[src/rtl/arb_pkg.sv]
// Shared types and sizes for the four-requester round-robin arbiter.
// Latency: n/a (declarations only).
// Backpressure: n/a.
package arb_pkg;

    localparam int N_REQ = 4;
    localparam int ID_W  = 2;

    typedef enum logic {
        ST_IDLE  = 1'b0,
        ST_GRANT = 1'b1
    } state_t;

endpackage

[src/rtl/dec2to4_en.sv]
// Enable-gated 2-to-4 one-hot decoder.
// Latency: combinational.
// Backpressure: none; output is all zero whenever en is low.
//
// Ports:
//   en   - decoder enable
//   sel  - 2-bit select
//   dout - one-hot output, zero when en=0
module dec2to4_en
    import arb_pkg::*;
(
    input  logic             en,
    input  logic [ID_W-1:0]  sel,
    output logic [N_REQ-1:0] dout
);

    always_comb begin
        dout = '0;
        if (en) begin
            dout[sel] = 1'b1;
        end
    end

endmodule

[src/rtl/rr_arbiter4.sv]
// Four-requester round-robin arbiter; one grant at a time, held until released.
// Latency: grant registered one edge after req is sampled in IDLE; release one edge after done/req drop.
// Backpressure: owner holds the grant via its req line; done or req drop releases, one IDLE cycle between grants.
//
// Ports:
//   clk, rst_n - clock, asynchronous active-low reset
//   en         - arbitration enable (gates new grants only)
//   req[3:0]   - level-sensitive request lines
//   done       - owner releases the current grant
//   gnt[3:0]   - one-hot grant, gnt_id - owner index, gnt_valid - grant active
//   timeout    - one-cycle pulse after a forced release
// Optional feature: define ARB_TIMEOUT_EN to build the HOLD_MAX hold-limit counter.
module rr_arbiter4
    import arb_pkg::*;
#(
    parameter int HOLD_MAX = 8
) (
    input  logic             clk,
    input  logic             rst_n,
    input  logic             en,
    input  logic [N_REQ-1:0] req,
    input  logic             done,
    output logic [N_REQ-1:0] gnt,
    output logic [ID_W-1:0]  gnt_id,
    output logic             gnt_valid,
    output logic             timeout
);

    if (HOLD_MAX < 2 || HOLD_MAX > 255) begin : g_bad_hold_max
        $error("rr_arbiter4: HOLD_MAX must be in 2..255");
    end

    // Returns {found, index}: first set request searching last+1 .. last+4 (mod 4),
    // so the most recent owner has the lowest priority.
    function automatic logic [ID_W:0] rr_pick(input logic [N_REQ-1:0] r,
                                              input logic [ID_W-1:0]  last);
        logic            found;
        logic [ID_W-1:0] idx;
        logic [ID_W-1:0] cand;
        found = 1'b0;
        idx   = last;
        for (int i = 1; i <= N_REQ; i++) begin
            cand = last + ID_W'(i);
            if (!found && r[cand]) begin
                found = 1'b1;
                idx   = cand;
            end
        end
        return {found, idx};
    endfunction

    state_t          state_q, state_d;
    logic [ID_W-1:0] gnt_id_q, gnt_id_d;
    logic [ID_W-1:0] last_q, last_d;
    logic [ID_W:0]   pick;
    logic            rel_norm;
    logic            timeout_hit;

    assign pick     = rr_pick(req, last_q);
    assign rel_norm = done || !req[gnt_id_q];

`ifdef ARB_TIMEOUT_EN
    logic [7:0] hold_cnt_q, hold_cnt_d;
    logic       timeout_q, timeout_d;

    assign timeout_hit = (state_q == ST_GRANT) && (hold_cnt_q == 8'(HOLD_MAX - 1));

    always_comb begin
        // Counting only in GRANT keeps the counter at zero on entry.
        hold_cnt_d = '0;
        if (state_q == ST_GRANT) begin
            hold_cnt_d = hold_cnt_q + 8'd1;
        end
        // A normal release on the same edge wins, so no timeout pulse.
        timeout_d = timeout_hit && !rel_norm;
    end

    always_ff @(posedge clk or negedge rst_n) begin
        if (!rst_n) begin
            hold_cnt_q <= '0;
            timeout_q  <= 1'b0;
        end else begin
            hold_cnt_q <= hold_cnt_d;
            timeout_q  <= timeout_d;
        end
    end

    assign timeout = timeout_q;
`else
    assign timeout_hit = 1'b0;
    assign timeout     = 1'b0;
`endif

    always_comb begin
        state_d  = state_q;
        gnt_id_d = gnt_id_q;
        last_d   = last_q;
        case (state_q)
            ST_IDLE: begin
                // done is ignored here; only en and req matter.
                if (en && pick[ID_W]) begin
                    state_d  = ST_GRANT;
                    gnt_id_d = pick[ID_W-1:0];
                end
            end
            ST_GRANT: begin
                // en is deliberately not looked at: a live grant is never aborted.
                if (rel_norm || timeout_hit) begin
                    state_d = ST_IDLE;
                    last_d  = gnt_id_q;
                end
            end
            default: state_d = ST_IDLE;
        endcase
    end

    always_ff @(posedge clk or negedge rst_n) begin
        if (!rst_n) begin
            state_q  <= ST_IDLE;
            gnt_id_q <= '0;
            last_q   <= '1;
        end else begin
            state_q  <= state_d;
            gnt_id_q <= gnt_id_d;
            last_q   <= last_d;
        end
    end

    // Decoded straight from the state flop so an async reset drops gnt at once.
    assign gnt_valid = (state_q == ST_GRANT);
    assign gnt_id    = gnt_id_q;

    dec2to4_en u_dec (
        .en   (gnt_valid),
        .sel  (gnt_id_q),
        .dout (gnt)
    );

endmodule

[config.mk]
export PLATFORM = sky130hd
export DESIGN_NAME = rr_arbiter4
export DESIGN_NICKNAME = d
export VERILOG_FILES = /design/src/rtl/arb_pkg.sv /design/src/rtl/dec2to4_en.sv /design/src/rtl/rr_arbiter4.sv
export SDC_FILE = /design/constraint.sdc
export NUM_CORES = 1
export LEC_CHECK = 0
export BUFFER_PORTS_ARGS = -buffer_cell sky130_fd_sc_hd__buf_4
export CORE_AREA = 10 10 47 49
export CTS_BUF_LIST = sky130_fd_sc_hd__clkbuf_4
export DETAILED_ROUTE_END_ITERATION = 8
export DIE_AREA = 0 0 57 59
export PLACE_DENSITY = 0.53
export SLEW_MARGIN = 20
export SYNTH_ARGS = -nofsm -noshare
export SYNTH_HDL_FRONTEND = slang
export SYNTH_SLANG_ARGS = --single-unit
[constraint.sdc]
create_clock -name clk -period 1.6 [get_ports clk]
set_clock_uncertainty 0.05 [all_clocks]
set_input_delay 0 -clock clk [delete_from_list [all_inputs] [get_ports clk]]
set_output_delay 0 -clock clk [all_outputs]
set_load 0.05 [all_outputs]
---- After elaboration in Yosys (flattened, before gate mapping) ----
Cells that the tools add are included.
storage, ports and cells
  bits in registers ....................... 5
  logic and storage cells ................. 49
operators by class
  $add $sub $neg .......................... 3
  $lt $le $gt $ge ......................... 6
  mux-type cells .......................... 24
  bitwise gates (word level) .............. 1
  reductions and logical operators ........ 12
operators with widths
  cell                                                               count
  less-than comparator 2 x 3 -> 1 bit, second input constant         5
  2-to-1 mux 1 bit                                                   12
  binary-select mux 1 bit (select 2 bit)                             5
  2-to-1 mux 2 bit                                                   4
  logical AND 1 bit                                                  5
  adder 2 bit, second input constant                                 2
  zero test 1 bit                                                    4
  2-to-1 mux 4 bit                                                   1
  AND reduction 2 bit                                                2
  adder 2 x 1 -> 2 bit, second input constant                        1
  demux 1 bit (select 2 bit)                                         1
  greater-or-equal comparator 2 x 1 -> 1 bit, second input constant  1
  case mux 1 bit (2 select lines)                                    1
  logical OR 1 bit                                                   1
  inverter 1 bit                                                     1

---- Depth between registers and ports, before layout ----
Gate-level depths: netlist (run 1).
  depth after elaboration ................. 16
  mapped depth ............................ 4

---- Cells and area by module ----
From an unflattened synthesis (run 1), not the netlist that was laid out.
second synthesis, totals
  cell total of the unflattened synthesis .. 42
  area, all modules ....................... 397.9 µm²
by module, submodules not included
  module       instances  cells an instance  area an instance (µm²)
  rr_arbiter4  1          38                 360.3
  dec2to4_en   1          4                  37.5

---- Worst setup path after synthesis (run 1) ----
No wires, ideal clock.
  path type ............................... register to output
  start point ............................. reg gnt_id_q[1], in the netlist gnt_id[1]
  end point ............................... out gnt[0]
  arrival time ............................ 1.925 ns
  data required time ...................... 1.550 ns
  slack ................................... -0.375 ns
  cell stages (with the launch flop) ...... 3
  path buffers ............................ 1
  cells stage by stage .................... dfrtp_1 > buf_6 > nor3b_1
on the way
  cells in the longest elaborated chain, start to end .. 5
RTL lines
  what                                                                                                                     RTL line            RTL
  start, declared                                                                                                          rr_arbiter4.sv:53   logic [ID_W-1:0] gnt_id_q, gnt_id_d;
  start signal, assigned                                                                                                   rr_arbiter4.sv:124  gnt_id_q <= gnt_id_d;
  less-than comparator 2 x 3 -> 1 bit (implied by the code) or greater-or-equal comparator 2 x 1 -> 1 bit (tied branches)  dec2to4_en.sv:20    dout[sel] = 1'b1;
  logical AND 1 bit (implied by the code)                                                                                  dec2to4_en.sv:20
  2-to-1 mux 1 bit (implied by the code)                                                                                   dec2to4_en.sv:20
  demux 1 bit (select 2 bit) *                                                                                             --
  2-to-1 mux 4 bit *                                                                                                       dec2to4_en.sv:19    if (en) begin
  end, declared                                                                                                            rr_arbiter4.sv:23   output logic [N_REQ-1:0] gnt,
Mark *: on every way between the ends. The rest lies on a longest branch, timed or not.

---- Worst setup path in the final report (run 1) ----
  start point ............................. reg gnt_id_q[0], in the netlist gnt_id[0]
  end point ............................... reg last_q[1]
on the way
  cells in the longest elaborated chain, start to end .. 5
RTL lines
  what                                    RTL line            RTL
  binary-select mux 1 bit (select 2 bit)  rr_arbiter4.sv:60   assign rel_norm = done || !req[gnt_id_q];
  2-to-1 mux 1 bit (implied by the code)  rr_arbiter4.sv:60
  zero test 1 bit                         rr_arbiter4.sv:60
  logical OR 1 bit                        rr_arbiter4.sv:60
  AND reduction 2 bit (no line)           --
  end signal, assigned                    rr_arbiter4.sv:125  last_q <= last_d;
  end, declared                           rr_arbiter4.sv:54   logic [ID_W-1:0] last_q, last_d;
No other way between the ends. The select of a mux whose other input is x is not followed.
A chain may end at the register's enable or synchronous reset.

==> results of run 1 <==
## area by class of cell
class                   instances  area (sq um)  area share
multi-input cells              33           235       0.422
repair buffers                 18           138       0.247
flip-flops and latches          5           130       0.233
clock buffers                   3          22.5      0.0404
well taps                      16          20.0      0.0359
inverters                       2          7.51      0.0135
clock inverters                 1          5.00     0.00897
## registers in the layout, summed over array words and instances, names as in the netlist
signal	cells
last_q	2
gnt_valid	1
gnt_id	2
## report_power, final
part           internal, mW  switching [mW]  leakage [nW]  total [mW]
logic                 0.275           0.381         0.208       0.656
registers             0.211          0.0997        0.0547       0.311
clock network        0.0907          0.0566        0.0177       0.147
## synth_stat cells
master     count  area share
o21ai_0        1       0.013
dfrtp_1        3        0.20
nand2b_1       1       0.016
a21o_1         1       0.020
and3_2         1       0.020
dfstp_2        2        0.14
nor3b_1        1       0.020
buf_6          1       0.029
nor2_1         6       0.059
nand2_1        2       0.020
o21a_1         1       0.020
inv_1          2       0.020
or2_2          1       0.016
and3_1         1       0.016
a211oi_1       2       0.039
or2b_1         1       0.020
buf_4          1       0.020
o41ai_1        1       0.023
a2bb2oi_1      1       0.023
nor4_1         1       0.016
conb_1         1      0.0098
a22oi_1        1       0.020
mux2i_1        4        0.10
and3b_2        1       0.026
o221ai_1       2       0.046
mux2_4         1       0.039
o22ai_1        1       0.016
## logic make-up after synthesis
family | Yosys count
buffers and inverters | 4
DFF | 5
other | 1
and+or+nand+nor | 16
muxes | 5
AOI/OAI and AO/OA | 11
## critical path, stage by stage, from the launching register on
cell      delay (ns)
dfrtp_2         0.45
or2_2           0.32
o221ai_1        0.23
mux2_4          0.32
## through the flow
step | setup slack [ns] | hold slack, ns | instances | cell area, sq um | util
finish | 0.153 | 0.0370 | 78 | 558 | 0.398
detailed placement | 0.152 | -0.244 | 73 | 520 | 0.371
floorplan | 0.0495 | -0.346 | 42 | 392 | -
global route | 0.0793 | 0.0552 | 78 | 558 | 0.398
global placement | 0.185 | -0.245 | 73 | 520 | 0.371
CTS | 0.143 | 0.0324 | 78 | 558 | 0.398
## worst min path at each step
| stage | to | start | depth (start not counted) | slack [ns] |
|---|---|---|---|---|
| floorplan | gnt_id[0]$_DFFE_PN0P_ | rst_n | 0 | -0.35 |
| global placement | gnt_valid$_DFF_PN0_ | rst_n | 1 | -0.24 |
| detailed placement | gnt_valid$_DFF_PN0_ | rst_n | 1 | -0.24 |
| CTS | gnt_valid$_DFF_PN0_ | rst_n | 2 | 0.03 |
| global route | gnt_valid$_DFF_PN0_ | rst_n | 2 | 0.06 |
| finish | gnt_valid$_DFF_PN0_ | rst_n | 2 | 0.04 |
## metal layers
layer  part of all wire  vias up  wire length (um)
met4                  0        0                 0
li1                   -      197                 -
met2               0.48       10               484
met3              0.032        0                33
met5                  0        -                 0
met1               0.49      172               499
## timing repair
item / in CTS / in global routing
buffers inserted: 0 / 0
endpoints found under the hold margin: 5 / 0
hold buffers: 1 / 0
resized for setup: 0 / 0
==> flow_summary.ini, run 1 <==
[routing]
drt-initial-drc-count = 10
vias = 379
antenna_left = 0
drt_pass1_iterations = 2
wl_per_cell_um = 13.0
vias_per_cell = 4.86
drc = 0
drt-total-wl_mm = 1.02

[layout]
fill_cells = 159
drive_gt1_frac = 0.484
layout_common_cells = 17 x buf_4, 6 x nor2_1, 4 x mux2i_1
synthToLayoutAreaGrowth_pct = 45.3
fin_nets = 71
final_common_cell = buf_4
diodes = 0

[timing]
max_freq_mhz = 691
hold_viol_final = 0
setup_viol = 0
drv_slew = 0
rsz0062_at_grt = false
min_period_over_period = 0.904
layout_min_cycle_time_ns = 1.45
fin_tns_setup_ns = 0

[cts]
path_clk_slew_ns = 0.05
clock_path_buffers = 2
cts_tree = yes
worstSkewPairLatency_ns = 0.25
clock_sinks = 5
cts.htree.levels = 1
cts_buffers = 3
cts_root_buf = clkbuf_4

[synth]
yosys_warnings = 0
netlist_area_sq_um = 384
avgSynthCellArea_sq_um = 9.15
syn_nets = 50
yosys.area_share.adder = 0
synth_cell_types = 27
synth-compound-area-share = 0.218
yosysSeqAreaShare = 0.332
synth_top_family_by_area = simple AND/OR/NAND/NOR gates
synth_mux_area_frac = 0.143
synth-xor-area-share = 0
synthCells = 42
synthSimpleGateAreaFrac = 0.228
synth-seq-cells = 5

[floorplanning]
num_rows = 14
io_pins = 16
die_w_um = 57
die_y_um = 59
initial_core_util = 0.274
core_sq_um = 1400
die-area_sq_um = 3360

[grt]
grt_pass1_wl_mm = 1.81
global_route.usage.met1 = 0.0768
gr-total-overflow = 0
antenna_found_initial = 0
grt_max_degree = 10
groute.usage.overall = 0.0655
use_met3 = 0.0236
grt_pass1_vias = 408
met2_usage = 0.104
grt_busiest_layer = met2

[setup_path]
endpoint = last_q[1]$_DFFE_PN1P_
worst_setup_path_start_kind = flip-flop
r2r_slack_ns = 0.15
rr_startpoint = gnt_id[0]$_DFFE_PN0P_
worstPathRequired_ns = 1.73
cp-startpoint = gnt_id[0]$_DFFE_PN0P_
worstSetupEndpointType = flip-flop
critPathKind = flip-flop to flip-flop
arrival_ns = 1.57
ff2ff_path_depth = 3
r2r_end = last_q[1]$_DFFE_PN1P_
crit_fanout = 9

[power_and_ir_drop]
power.density_nw_per_um2 = 2000
p_leak_nw = 0.280
power.total_mw = 1.11
peakVddDrop_mv = 0.705

[placed_design]
gp_congestion = 0.701
portBuffers = 14
hpwl_um = 851

[flow_run]
maxCapViolCount = 0

[worst_hold_path]
min_path_type = primary input to asynchronous set/reset pin

[status]
status = finished clean
(Power assumes the default switching activity.)
==> run 2, diff against run 1 <==
PLACE_DENSITY = 0.54   (was 0.53)
SYNTH_HIERARCHICAL = 1   (was not set)
==> flow_summary.ini, run 2 <==
[status]
status = finished clean

[synth]
yosysSeqAreaShare = 0.321
yosys-top-cells-area = dfrtp_1 19%, dfstp_2 13%, and3b_1 6.6%
synth_cell_types = 28
synth_ff_type = dfrtp_1
yosysTopAreaCell = dfrtp_1
synth_top_cell_area_share = 0.189
ys_top_cells_by_count = 4 x nand2b_1, 3 x and3b_1, 3 x dfrtp_1, 3 x inv_1
synth-xor-area-share = 0
synth_edf_count = 0
synth-compound-area-share = 0.245
synth_most_common_cell = nand2b_1
yosys.area_share.adder = 0
synthCells = 42
synthSimpleGateAreaFrac = 0.261
synth-seq-cells = 5
syn_nets = 50
avgSynthCellArea_sq_um = 9.47
synth_mux_area_frac = 0.116
yosys_warnings = 6
netlist_area_sq_um = 398
synth_top_family_by_area = simple AND/OR/NAND/NOR gates
async_flop_share = 1.00

[setup_path]
crit_fanout = 6
slowest_delay_ns = 0.57
path_cells = mux2_4 > a211o_1 > o31a_1
worst_setup_path_start_kind = flip-flop
critPathKind = flip-flop to flip-flop
arrival_ns = 1.63
worstSetupEndpointType = flip-flop
cp_slowest_cell = dfstp_2
worstPathRequired_ns = 1.68

[routing]
drt-initial-drc-count = 9
antenna_left = 0
wl_per_cell_um = 14.3
vias_per_cell = 5.06
drt-total-wl_mm = 1.15
drt_pass1_iterations = 4
drc = 0
vias = 405

[cts]
clock_sinks = 5
worstSkewPairLatency_ns = 0.24
cts_buffers = 3
cts.htree.levels = 1
path_clk_slew_ns = 0.05
cts_tree = yes
cts_resized = 0
cts_root_buf = clkbuf_4
clock_path_buffers = 2

[placed_design]
gp_congestion = 0.790
portBuffers = 14
postPlaceCellArea_sq_um = 541
hpwl_um = 881
preCtsSetupSlack_ns = 0.0471
dp.cells = 74

[timing]
setup_viol = 0
min_period_over_period = 0.969
hold_viol_final = 0
max_freq_mhz = 645
setup_ws_ns = 0.0496
drv_slew = 0
layout_min_cycle_time_ns = 1.55
rsz0062_at_grt = false
fin_tns_setup_ns = 0

[floorplanning]
initial_core_util = 0.284
num_rows = 14
die_w_um = 57
die_y_um = 59
core_sq_um = 1400
die-area_sq_um = 3360
io_pins = 16

[power_and_ir_drop]
p_leak_nw = 0.294
peakVddDrop_mv = 1.12
power.density_nw_per_um2 = 1890

[layout]
layout_common_cells = 17 x buf_4, 4 x nand2b_1, 4 x clkbuf_4
fin_nets = 73
final_util = 0.421
design_area_sq_um = 591
diodes = 0
finalNonFillerCells = 80
synthToLayoutAreaGrowth_pct = 48.4
final_common_cell = buf_4
drive_gt1_frac = 0.469

[grt]
antenna_found_initial = 0
grt_pass1_wl_mm = 1.90
gr-total-overflow = 0
groute.usage.overall = 0.0687
grt_max_degree = 10
grt_pass1_vias = 440

[worst_hold_path]
min_path_type = primary input to asynchronous set/reset pin

[flow_run]
maxCapViolCount = 0
[run 2: cell count changes after synthesis, sizes merged, moves of 2 or more]
cell	before	now
nor2	6	2
nand2b	1	4
and3b	1	3
mux2i	4	2
nand2	2	0
[run 2: layer usage]
metal | track usage | share of wire | vias up
met5 | 0 | 0 | -
li1 | - | - | 202
met3 | 0.0386 | 0.064 | 2
met1 | 0.0700 | 0.44 | 190
met4 | 0.0101 | 0.023 | 0
met2 | 0.122 | 0.47 | 11
[run 2: repair_timing]
item,CTS,global route
setup buffers,0,0
hold buffers,2,0
hold endpoints to repair,6,0
endpoints found under the setup margin,0,0
[run 2: cell families (layout without fill, tap and decap cells)]
kind of cell	after synthesis	after routing
multiplexers	4	4
AND/OR/NAND/NOR	15	15
buffers and inverters	4	26
flip-flops	5	5
other	1	1
AO/OA/AOI/OAI	13	13
[run 2: path summary, 6_finish.rpt]
path / startpoint / to / slack [ns] / cells past startpoint
min in group clk: en / gnt_valid$_DFF_PN0_ / 0.09 / 3
max: last_q[1]$_DFFE_PN1P_ / gnt_id[0]$_DFFE_PN0P_ / 0.05 / 3
max reg2reg: last_q[1]$_DFFE_PN1P_ / gnt_id[0]$_DFFE_PN0P_ / 0.05 / 3
max in group asynchronous: rst_n / last_q[1]$_DFFE_PN1P_ / 1.25 / 2
min: rst_n / gnt_valid$_DFF_PN0_ / 0.04 / 2
min reg2reg: last_q[0]$_DFFE_PN1P_ / last_q[0]$_DFFE_PN1P_ / 0.50 / 2
[run 2: report_power, final]
group	switching, mW	internal [mW]	leakage [nW]
clock network	0.0537	0.111	0.0184
logic	0.390	0.266	0.221
registers	0.0833	0.209	0.0546
total	0.527	0.586	0.294
[run 2: layout make-up]
cell class                 instances  area [sq um]
inverter                           3          11.3
timing repair buffer              19           148
tap                               16          20.0
fill                             156           811
clock buffer                       4          30.0
sequential                         5           130
multi-input combinational         33           251
[run 2: critical path, delay by kind of cell (launching register included)]
family / cells / cell delay [ns]
multiplexers: 1 / 0.30
AO/OA/AOI/OAI: 2 / 0.52
flip-flops: 1 / 0.57
[run 2: through the flow]
step           total power, mW  hold WS [ns]
6_report                  1.11        0.0442
4_1_cts                   1.12        0.0396
5_1_grt                   1.19        0.0461
3_5_place_dp             0.946        -0.242
3_3_place_gp             0.946        -0.242
2_1_floorplan            0.734        -0.346
